### config.mk
export PLATFORM = sky130hd
export DESIGN_NAME = psum_accum_buffer
export DESIGN_NICKNAME = d
export VERILOG_FILES = /design/src/rtl/psum_accum_buffer.sv
export SDC_FILE = /design/constraint.sdc
export NUM_CORES = 2
export LEC_CHECK = 0
export CAP_MARGIN = 40
export CORE_ASPECT_RATIO = 0.5
export CORE_MARGIN = 1.5
export CORE_UTILIZATION = 59
export DETAILED_ROUTE_END_ITERATION = 7
export PLACE_DENSITY = 0.77
export SLEW_MARGIN = 20
export SYNTH_ARGS = -nofsm -noshare
export SYNTH_HDL_FRONTEND = slang
export SYNTH_SLANG_ARGS = --single-unit
### constraint.sdc
create_clock -name clk -period 9.1 [get_ports clk]
set_input_delay 1.365 -clock clk [delete_from_list [all_inputs] [get_ports clk]]
set_output_delay 1.365 -clock clk [all_outputs]
set_load 0.01 [all_outputs]
### src/rtl/psum_accum_buffer.sv
// Partial-sum buffer that closes the accumulation loop around PE_array:
// issues stored psums, writes back PE results after PE_LAT, then drains finished entries.
module psum_accum_buffer #(
  parameter int DEPTH  = 16,
  parameter int AW     = 4,
  parameter int PE_LAT = 2
) (
  input  logic          clk,
  input  logic          rst,
  input  logic          start,
  input  logic [AW:0]   num_pos,
  input  logic [7:0]    num_pass,
  output logic          busy,
  output logic          pe_valid,
  output logic [15:0]   psum1,
  output logic [15:0]   psum2,
  output logic [15:0]   psum3,
  output logic [15:0]   psum4,
  input  logic [15:0]   out1,
  input  logic [15:0]   out2,
  input  logic [15:0]   out3,
  input  logic [15:0]   out4,
  output logic          dout_valid,
  input  logic          dout_ready,
  output logic [63:0]   dout,
  output logic          dout_last,
  output logic          done
);
  localparam int DATA_W = 16;
  localparam int ENT_W  = 4 * DATA_W;

  typedef enum logic [2:0] {S_IDLE, S_ISSUE, S_BUBBLE, S_FLUSH, S_DRAIN, S_DONE} state_t;
  state_t state, state_nxt;

  logic [ENT_W-1:0]  mem [DEPTH];
  logic [AW:0]       np_m1, np_clamp, bub_cnt;
  logic [7:0]        npass_m1, pass_cnt;
  logic [AW-1:0]     rd_addr, dr_addr, dr_nxt, addr_p0;
  logic [PE_LAT-1:0] wb_vld_pn;
  logic [AW-1:0]     wb_addr_pn [PE_LAT];
  logic [ENT_W-1:0]  pe_out, rd_data;
  logic              fire, last_pos, last_pass, short_pass, pipe_empty, xfer, dr_last, wb_vld;
  logic [AW-1:0]     wb_addr;

  always_comb begin
    np_clamp   = (num_pos > (AW+1)'(DEPTH)) ? (AW+1)'(DEPTH) : num_pos;
    fire       = (state == S_ISSUE);
    last_pos   = ({1'b0, rd_addr} == np_m1);
    last_pass  = (pass_cnt == npass_m1);
    short_pass = (np_m1 < (AW+1)'(PE_LAT));
    wb_vld     = wb_vld_pn[PE_LAT-1];
    wb_addr    = wb_addr_pn[PE_LAT-1];
    pe_out     = {out4, out3, out2, out1};
    // Forward the result being written this cycle so a tight re-issue never sees stale data
    rd_data    = (wb_vld && (wb_addr == rd_addr)) ? pe_out : mem[rd_addr];
    pipe_empty = !pe_valid && (wb_vld_pn == '0);
    xfer       = (state == S_DRAIN) && dout_valid && dout_ready;
    dr_last    = ({1'b0, dr_addr} == np_m1);
    dr_nxt     = dr_addr + AW'(1);
    busy       = (state == S_ISSUE) || (state == S_BUBBLE) || (state == S_FLUSH) || (state == S_DRAIN);
    done       = (state == S_DONE);
  end

  always_ff @(posedge clk) begin
    if (rst) state <= S_IDLE;
    else     state <= state_nxt;
  end

  always_comb begin
    state_nxt = state;
    case (state)
      S_IDLE:   if (start) state_nxt = ((num_pos == '0) || (num_pass == '0)) ? S_DONE : S_ISSUE;
      S_ISSUE:  if (last_pos) state_nxt = last_pass ? S_FLUSH : (short_pass ? S_BUBBLE : S_ISSUE);
      S_BUBBLE: if (bub_cnt == (AW+1)'(1)) state_nxt = S_ISSUE;
      S_FLUSH:  if (pipe_empty) state_nxt = S_DRAIN;
      S_DRAIN:  if (xfer && dr_last) state_nxt = S_DONE;
      S_DONE:   state_nxt = S_IDLE;
      default:  state_nxt = S_IDLE;
    endcase
  end

  // Control: job counters, issue stage p0, drain handshake
  always_ff @(posedge clk) begin
    if (rst) begin
      np_m1      <= '0;
      npass_m1   <= '0;
      pass_cnt   <= '0;
      rd_addr    <= '0;
      bub_cnt    <= '0;
      dr_addr    <= '0;
      pe_valid   <= 1'b0;
      dout_valid <= 1'b0;
      dout_last  <= 1'b0;
      psum1      <= '0;
      psum2      <= '0;
      psum3      <= '0;
      psum4      <= '0;
      dout       <= '0;
    end else begin
      pe_valid <= fire;
      if (fire) begin
        if (pass_cnt == '0) {psum4, psum3, psum2, psum1} <= '0;
        else                {psum4, psum3, psum2, psum1} <= rd_data;
      end
      case (state)
        S_IDLE: if (start) begin
          np_m1    <= np_clamp - (AW+1)'(1);
          npass_m1 <= num_pass - 8'd1;
          pass_cnt <= '0;
          rd_addr  <= '0;
        end
        S_ISSUE: begin
          if (last_pos) begin
            rd_addr  <= '0;
            pass_cnt <= pass_cnt + 8'd1;
            bub_cnt  <= (AW+1)'(PE_LAT) - np_m1;
          end else begin
            rd_addr <= rd_addr + AW'(1);
          end
        end
        S_BUBBLE: bub_cnt <= bub_cnt - (AW+1)'(1);
        S_FLUSH: if (pipe_empty) begin
          dr_addr    <= '0;
          dout       <= mem[0];
          dout_valid <= 1'b1;
          dout_last  <= (np_m1 == '0);
        end
        S_DRAIN: if (xfer) begin
          if (dr_last) begin
            dout_valid <= 1'b0;
            dout_last  <= 1'b0;
          end else begin
            dr_addr   <= dr_nxt;
            dout      <= mem[dr_nxt];
            dout_last <= ({1'b0, dr_nxt} == np_m1);
          end
        end
        default: ;
      endcase
    end
  end

  // Write-back delay line p1..pN: {valid, addr} follows the PE latency
  always_ff @(posedge clk) begin
    if (rst) begin
      wb_vld_pn <= '0;
    end else begin
      wb_vld_pn[0] <= pe_valid;
      for (int i = 1; i < PE_LAT; i++) wb_vld_pn[i] <= wb_vld_pn[i-1];
    end
  end

  always_ff @(posedge clk) begin
    if (fire) addr_p0 <= rd_addr;
    wb_addr_pn[0] <= addr_p0;
    for (int i = 1; i < PE_LAT; i++) wb_addr_pn[i] <= wb_addr_pn[i-1];
    if (wb_vld && !rst) mem[wb_addr] <= pe_out;
  end

endmodule
Yosys cells after proc, flatten, opt, wreduce, memory -nomap -nowiden

Memories as Yosys holds them, arrays and structs flattened. A register that Yosys moved wholly into a read port is not among the register bits.
Index checks and enable logic that the tools add are counted.
W data, S select, Z words.

Word-level logic and storage cells: 119
Input port bits: 81
Memories: 2
Output and inout port bits: 133
Bits in writable memories: 1032
Register bits after elaboration: 174

$lt $le $gt $ge: 2
Add/subtract/negate cells: 7
Reductions and logical operators: 29
Equality and inequality tests: 19
Multiplexer cells: 43

Memory list:

| memory     | words | bits a word | rd ports | clocked after memory_dff | write ports | line | text |
|---|---|---|---|---|---|---|---|
| mem        | 16    | 64          | 3        | 1                        | 1           | 35   | `logic [ENT_W-1:0] mem [DEPTH];` |
| wb_addr_pn | 2     | 4           | 2        | 0                        | 2           | 40   | `logic [AW-1:0] wb_addr_pn [PE_LAT];` |

Operators by type and width:

| cell                  | count |
|---|---|
| $mux W64              | 4 |
| $pmux W64 S2          | 1 |
| $mux W16              | 4 |
| $mux W4               | 7 |
| $mux W3               | 6 |
| $logic_not A8 Y1      | 2 |
| $mux W8               | 2 |
| $pmux W4 S2           | 2 |
| $pmux W8 S2           | 1 |
| $eq A4 B5 Y1          | 3 |
| $pmux W3 S5           | 1 |
| $logic_not A5 Y1      | 2 |
| $mux W5               | 2 |
| $ne A2 B2 Y1 const B  | 5 |
| $pmux W5 S2           | 1 |
| $sub A5 B1 Y5 const B | 2 |
| $add A4 B1 Y4 const B | 2 |
| $add A8 B1 Y8 const B | 1 |
| $eq A8 B8 Y1          | 1 |
| $mux W1               | 8 |
| $reduce_and A4 Y1     | 2 |
| $sub A8 B1 Y8 const B | 1 |
| $eq A3 B2 Y1 const B  | 2 |
| $eq A3 B3 Y1 const B  | 2 |
| 18 further kinds      | 36 |

Logic depth before layout (Yosys ltp)

Word-level depth: 6
Gate-level depth with buffers: 9
Gate-level depth less buffers: 7

Worst setup path before layout

OpenSTA, ideal clock, no wires.

Kind: input-to-reg
From: input port rst
To: memory mem[0][0] (netlist bit) (enable)
Slack: 2.128 ns
Arrival time: 6.407 ns
Required time: 8.535 ns
Library setup time: 0.565 ns
Stages: 4
Buffers on the path: 1
Path through: clkbuf_1 nand2b_1 or3_1 nor3_1

Longest elaborated chain between the ends: 4

RTL lines:

| what                          | line | text |
|---|---|---|
| start, declared               | 9    | `input logic rst,` |
| $logic_not A1 Y1              | 157  | `if (wb_vld && !rst) mem[wb_addr] <= pe_out;` |
| $logic_and A1 B1 Y1           | 157  |  |
| $mux W1                       | 157  |  |
| $mux W1 (implied by the code) | 157  |  |
| end, declared                 | 35   |  |

Every way passes these cells.

Worst setup path after layout

From: register state[0]
To: register dout[39]

Longest elaborated chain between the ends: 5
Elaborated cells between the ends (all ways): 10
Classes of those cells: eq/ne: 5; mux: 1; reduce/logical: 4

RTL lines:

| what                             | line    | text |
|---|---|---|
| start, declared                  | 33      | `state_t state, state_nxt;` |
| start signal, assigned           | 66      | `else state <= state_nxt;` |
| $eq A3 B3 Y1                     | 57, 105 |  |
| $logic_and A1 B1 Y1 (2 in a row) | 57      | `xfer = (state == S_DRAIN) && dout_valid && dout_ready;` |
| $ne A2 B2 Y1 (no line)           | --      |  |
| $reduce_and A4 Y1 (no line)      | --      |  |
| end signal, assigned             | 124     | `dout <= mem[0];` |
| end signal, assigned             | 134     | `dout <= mem[dr_nxt];` |
| end, declared                    | 25      | `output logic [63:0] dout,` |

Several ways; a longest one is shown, not always the timed one.
A chain may end at the register's enable or synchronous reset.

==> results.rst <==
.. list-table::
   :header-rows: 1

   * - Metric
     - Value
   * - DR vias
     - 31400
   * - Count of antenna-violating nets left after detailed routing
     - 0
   * - Int Pwr
     - 9.68 mW
   * - Final hold violation count
     - 0
   * - Wire length per cell
     - 33.1 um
   * - Cell row count
     - 78
   * - PostCTS Resize Cnt
     - 0
   * - Number of top-level pins
     - 214
   * - Final critical-path share of the clock period
     - 0.419
   * - Final-stage net count
     - roughly 3100
   * - Cell at the slowest stage of the critical path
     - buf_4
   * - Total iterations of the first detailed-routing run
     - 8
   * - Data arrival time of the critical path
     - 4440 ps
   * - Post-route clock skew
     - 16.5 ps
   * - Relative max-transition margin
     - 0.209
   * - WP depth
     - 6
   * - Synthesized net count
     - 2974
   * - Fraction of power spent switching nets
     - 0.249
   * - Setup tns final
     - 0 ps
   * - Combined area of all synthesized cells
     - 0.0546 sq mm
   * - Status
     - complete, no violations
   * - RSZ-0062 raised after global routing
     - false
   * - Maximum VDD drop
     - 162 uV
   * - Total setup buffers inserted after CTS
     - 0
   * - Total grt overflow
     - 0
   * - Type of element capturing the critical path
     - flip-flop
   * - Iteration-0 DRC count of the detailed router
     - 4699
   * - Clock latency on the worst-skew pair
     - 720 ps
   * - Post-route core utilization
     - 0.681
   * - Dpl hpwl
     - 81.0 mm
   * - Largest net degree at the start of global routing
     - between 150 and 200
   * - Sequential cell area fraction in the yosys report
     - 0.633
   * - CP Cell Sequence
     - nor2_1 -> nand2_4 -> nor2_4 -> buf_4 -> a222oi_1 -> a211oi_1
   * - Area contributors post-synth
     - edfxtp_1 (57%), mux4_2 (24%), dfxtp_1 (6.7%), mux2_2 (2.6%), a222oi_1 (1.2%)
   * - Number of register bits inferred by synthesis
     - around 1200
   * - Final count of pins violating max slew
     - 0
   * - Clock tree from TritonCTS
     - done
   * - Number of hold buffers added after CTS
     - 0
   * - Placed Instance Area
     - 0.0583 sq mm
   * - Yosys top cell area share
     - 0.566
   * - Number of synthesized flops with an enable pin
     - between 1000 and 1500
   * - Global route hottest layer
     - met2
   * - Net Sw Power
     - around 3.2 mW
   * - CP max stage delay
     - 860 ps
   * - Worst setup slack after placement
     - 4700 ps
   * - Grt met2 use
     - 0.490
   * - Clock H-tree levels
     - 3
   * - Global-route wire length before repair
     - 213 mm
   * - Per-instance average area after synthesis
     - 18.9 sq um
   * - Syn Inst Count
     - a little under 3000
   * - Maximum clock frequency
     - 0.262 GHz
   * - GR Layer Usage met1
     - 0.452
   * - CP max FO
     - 44
   * - Area of the core
     - 0.0912 sq mm
   * - Post-Route WL
     - ~140 mm
   * - Via count of the first global-routing pass
     - about 32000
   * - Number of clock buffers inserted by TritonCTS
     - 105
   * - Gate family responsible for the most delay along the worst path
     - simple AND/OR/NAND/NOR gates
   * - X dimension of the die
     - 433 um
   * - IO buf count
     - about 210
   * - Count of distinct cell types in the synthesized netlist
     - 59
   * - Reg clk slew, reported paths
     - 70 ps
   * - Share of async-settable or async-resettable flops after synthesis
     - 0
   * - Part of the total power dissipated in combinational logic
     - 0.149
   * - Reg power frac
     - 0.487
   * - Max Cap Viol
     - 0
   * - Met3 layer usage reported by global route
     - 0.0627
   * - Initial Utilization
     - 0.599
   * - Placed cell count
     - 4168
   * - Commonest non-fill, non-tap cell in the layout
     - edfxtp_1
   * - Power density over the cells
     - 208 mW/mm^2
   * - CTS Sinks
     - 1210
   * - Buffer depth of the longest clock path
     - 3
   * - Classification of the worst setup path
     - flip-flop to flip-flop
   * - Commonest register cell after synthesis
     - edfxtp_1
   * - Fraction of layout instances using a drive strength above 1
     - 0.316
   * - Buffers & Inverters on Critical Path
     - 1
   * - Total number of yosys warnings
     - 0
   * - Initial antenna violation count
     - 2
   * - WHS Path Cells
     - 0
   * - Reg2Reg Depth
     - 6
   * - Kind of start point of the critical path
     - flip-flop
   * - Area Growth Syn to Fin
     - 13.7%
   * - Final weighted congestion in routability-driven placement
     - 0.830
   * - Cell accounting for the most synthesized area
     - edfxtp_1
   * - Overall fraction of global-route tracks in use
     - 0.313
   * - Full die area
     - 0.0944 sq mm
   * - Chip Height
     - 218 um
   * - Post-route DRC
     - 0
   * - Crit path setup slack, layout
     - 5290 ps
   * - Hold Path Class
     - flip-flop to flip-flop
   * - Shortest clock period the worst path allows after layout
     - 3810 ps
   * - Part of the total power dissipated in the clock network
     - 0.363
   * - Master cell of the clock root buffer
     - clkbuf_16
   * - Final Instance Area
     - 0.0620 sq mm
   * - Setup violation total in the final timing report
     - 0
   * - Data required time at the worst endpoint
     - slightly below 10000 ps
   * - Cell Count, Final, Fillers Out
     - between 4000 and 5000
   * - Leakage
     - 19.0 nW
   * - Vias/cell
     - 7.17
   * - Worst Max-Slew Pin Slew
     - 1190 ps
   * - Most used cells in the layout excluding fill and tap cells
     - edfxtp_1 (1028), mux4_2 (572), clkdlybuf4s50_1 (212)
==> per-stage QoR <==
step           hold slack, ps  total power [mW]
2_1_floorplan             310              7.67
3_3_place_gp              310              8.23
3_5_place_dp              320              8.30
4_1_cts                   331              12.9
5_1_grt                   336              13.3
6_report                  330              12.9
==> synthesized netlist by cell type (5+ instances only) <==
cell type and count:
buf_4 5, o21ai_0 11, a21oi_1 23, o221ai_1 64, nand2_1 84, ha_1 11
a222oi_1 64, nor3_1 77, mux2i_1 6, buf_1 22, nor4_1 6, buf_6 14
xor2_1 21, mux2_2 128, inv_1 138, nor2_1 47, buf_2 69, a211oi_1 76
xnor2_1 14, edfxtp_1 1028, dfxtp_1 182, a311oi_1 5, nand3_1 8, or3_1 10
nand2b_1 13, clkbuf_1 125, mux4_2 572
==> area by class of cell <==
cell class / count / area [sq um]
Sequential cell: 1210 / 34500
Fill cell: 5677 / 29100
Multi-Input combinational cell: 1297 / 18600
Timing Repair Buffer: 289 / 3240
Clock buffer: 137 / 2910
Tap cell: 1240 / 1550
Clock inverter: 62 / 666
Inverter: 139 / 522
Antenna cell: 1 / 2.50
==> worst register-to-register path, cell delays in order (launching register included) <==
cell      delay [ps]
dfxtp_1          480
nor2_1           370
nand2_4          470
nor2_4           810
buf_4            860
a222oi_1         410
a211oi_1         320
==> power by group through the flow <==
stage	logic, mW	registers [mW]	clock network, mW
after detailed placement	1.91	6.40	0
after global routing	2.04	6.29	4.94
after floorplan	1.33	6.33	0
after global placement	1.83	6.39	0
after CTS	1.92	6.28	4.71
final	1.92	6.28	4.68
==> registers in the layout (all words and copies together) (netlist names), named ones only <==
| name | count |
|---|---|
| npass_m1 | 8 |
| psum2 | 16 |
| dr_addr | 4 |
| psum1 | 16 |
| state | 3 |
| addr_p0 | 4 |
| np_m1 | 5 |
| dout | 64 |
| dout_valid | 1 |
| psum3 | 16 |
| pass_cnt | 8 |
| rd_addr | 4 |
| dout_last | 1 |
| wb_vld_pn | 2 |
| psum4 | 16 |
| mem | 1024 |
| wb_addr_pn | 8 |
| pe_valid | 1 |
| bub_cnt | 5 |
==> routing by layer <==
metal | part of all wire | up-vias
li1 | - | 12500
met2 | 0.48 | 2249
met4 | 0.030 | 0
met1 | 0.37 | 16300
met5 | 0 | -
met3 | 0.12 | 291
==> cells by family after synthesis <==
family,Yosys count,synth area share
mux,710,0.266
compound gates,263,0.0393
flops,1210,0.633
xor+xnor,35,0.00562
fa+ha+maj,11,0.00252
buf+inv,375,0.0299
simple gates,278,0.0246
==> final timing paths <==
check	endpoint	from	slack, ps
max	dout[39]	state[0]	5290
min reg2reg	wb_addr_pn[0][6]	wb_addr_pn[0][2]	330
max reg2reg	dout[39]	state[0]	5290
min	wb_addr_pn[0][6]	wb_addr_pn[0][2]	330
Note: power is estimated with default switching activity, not from simulation.
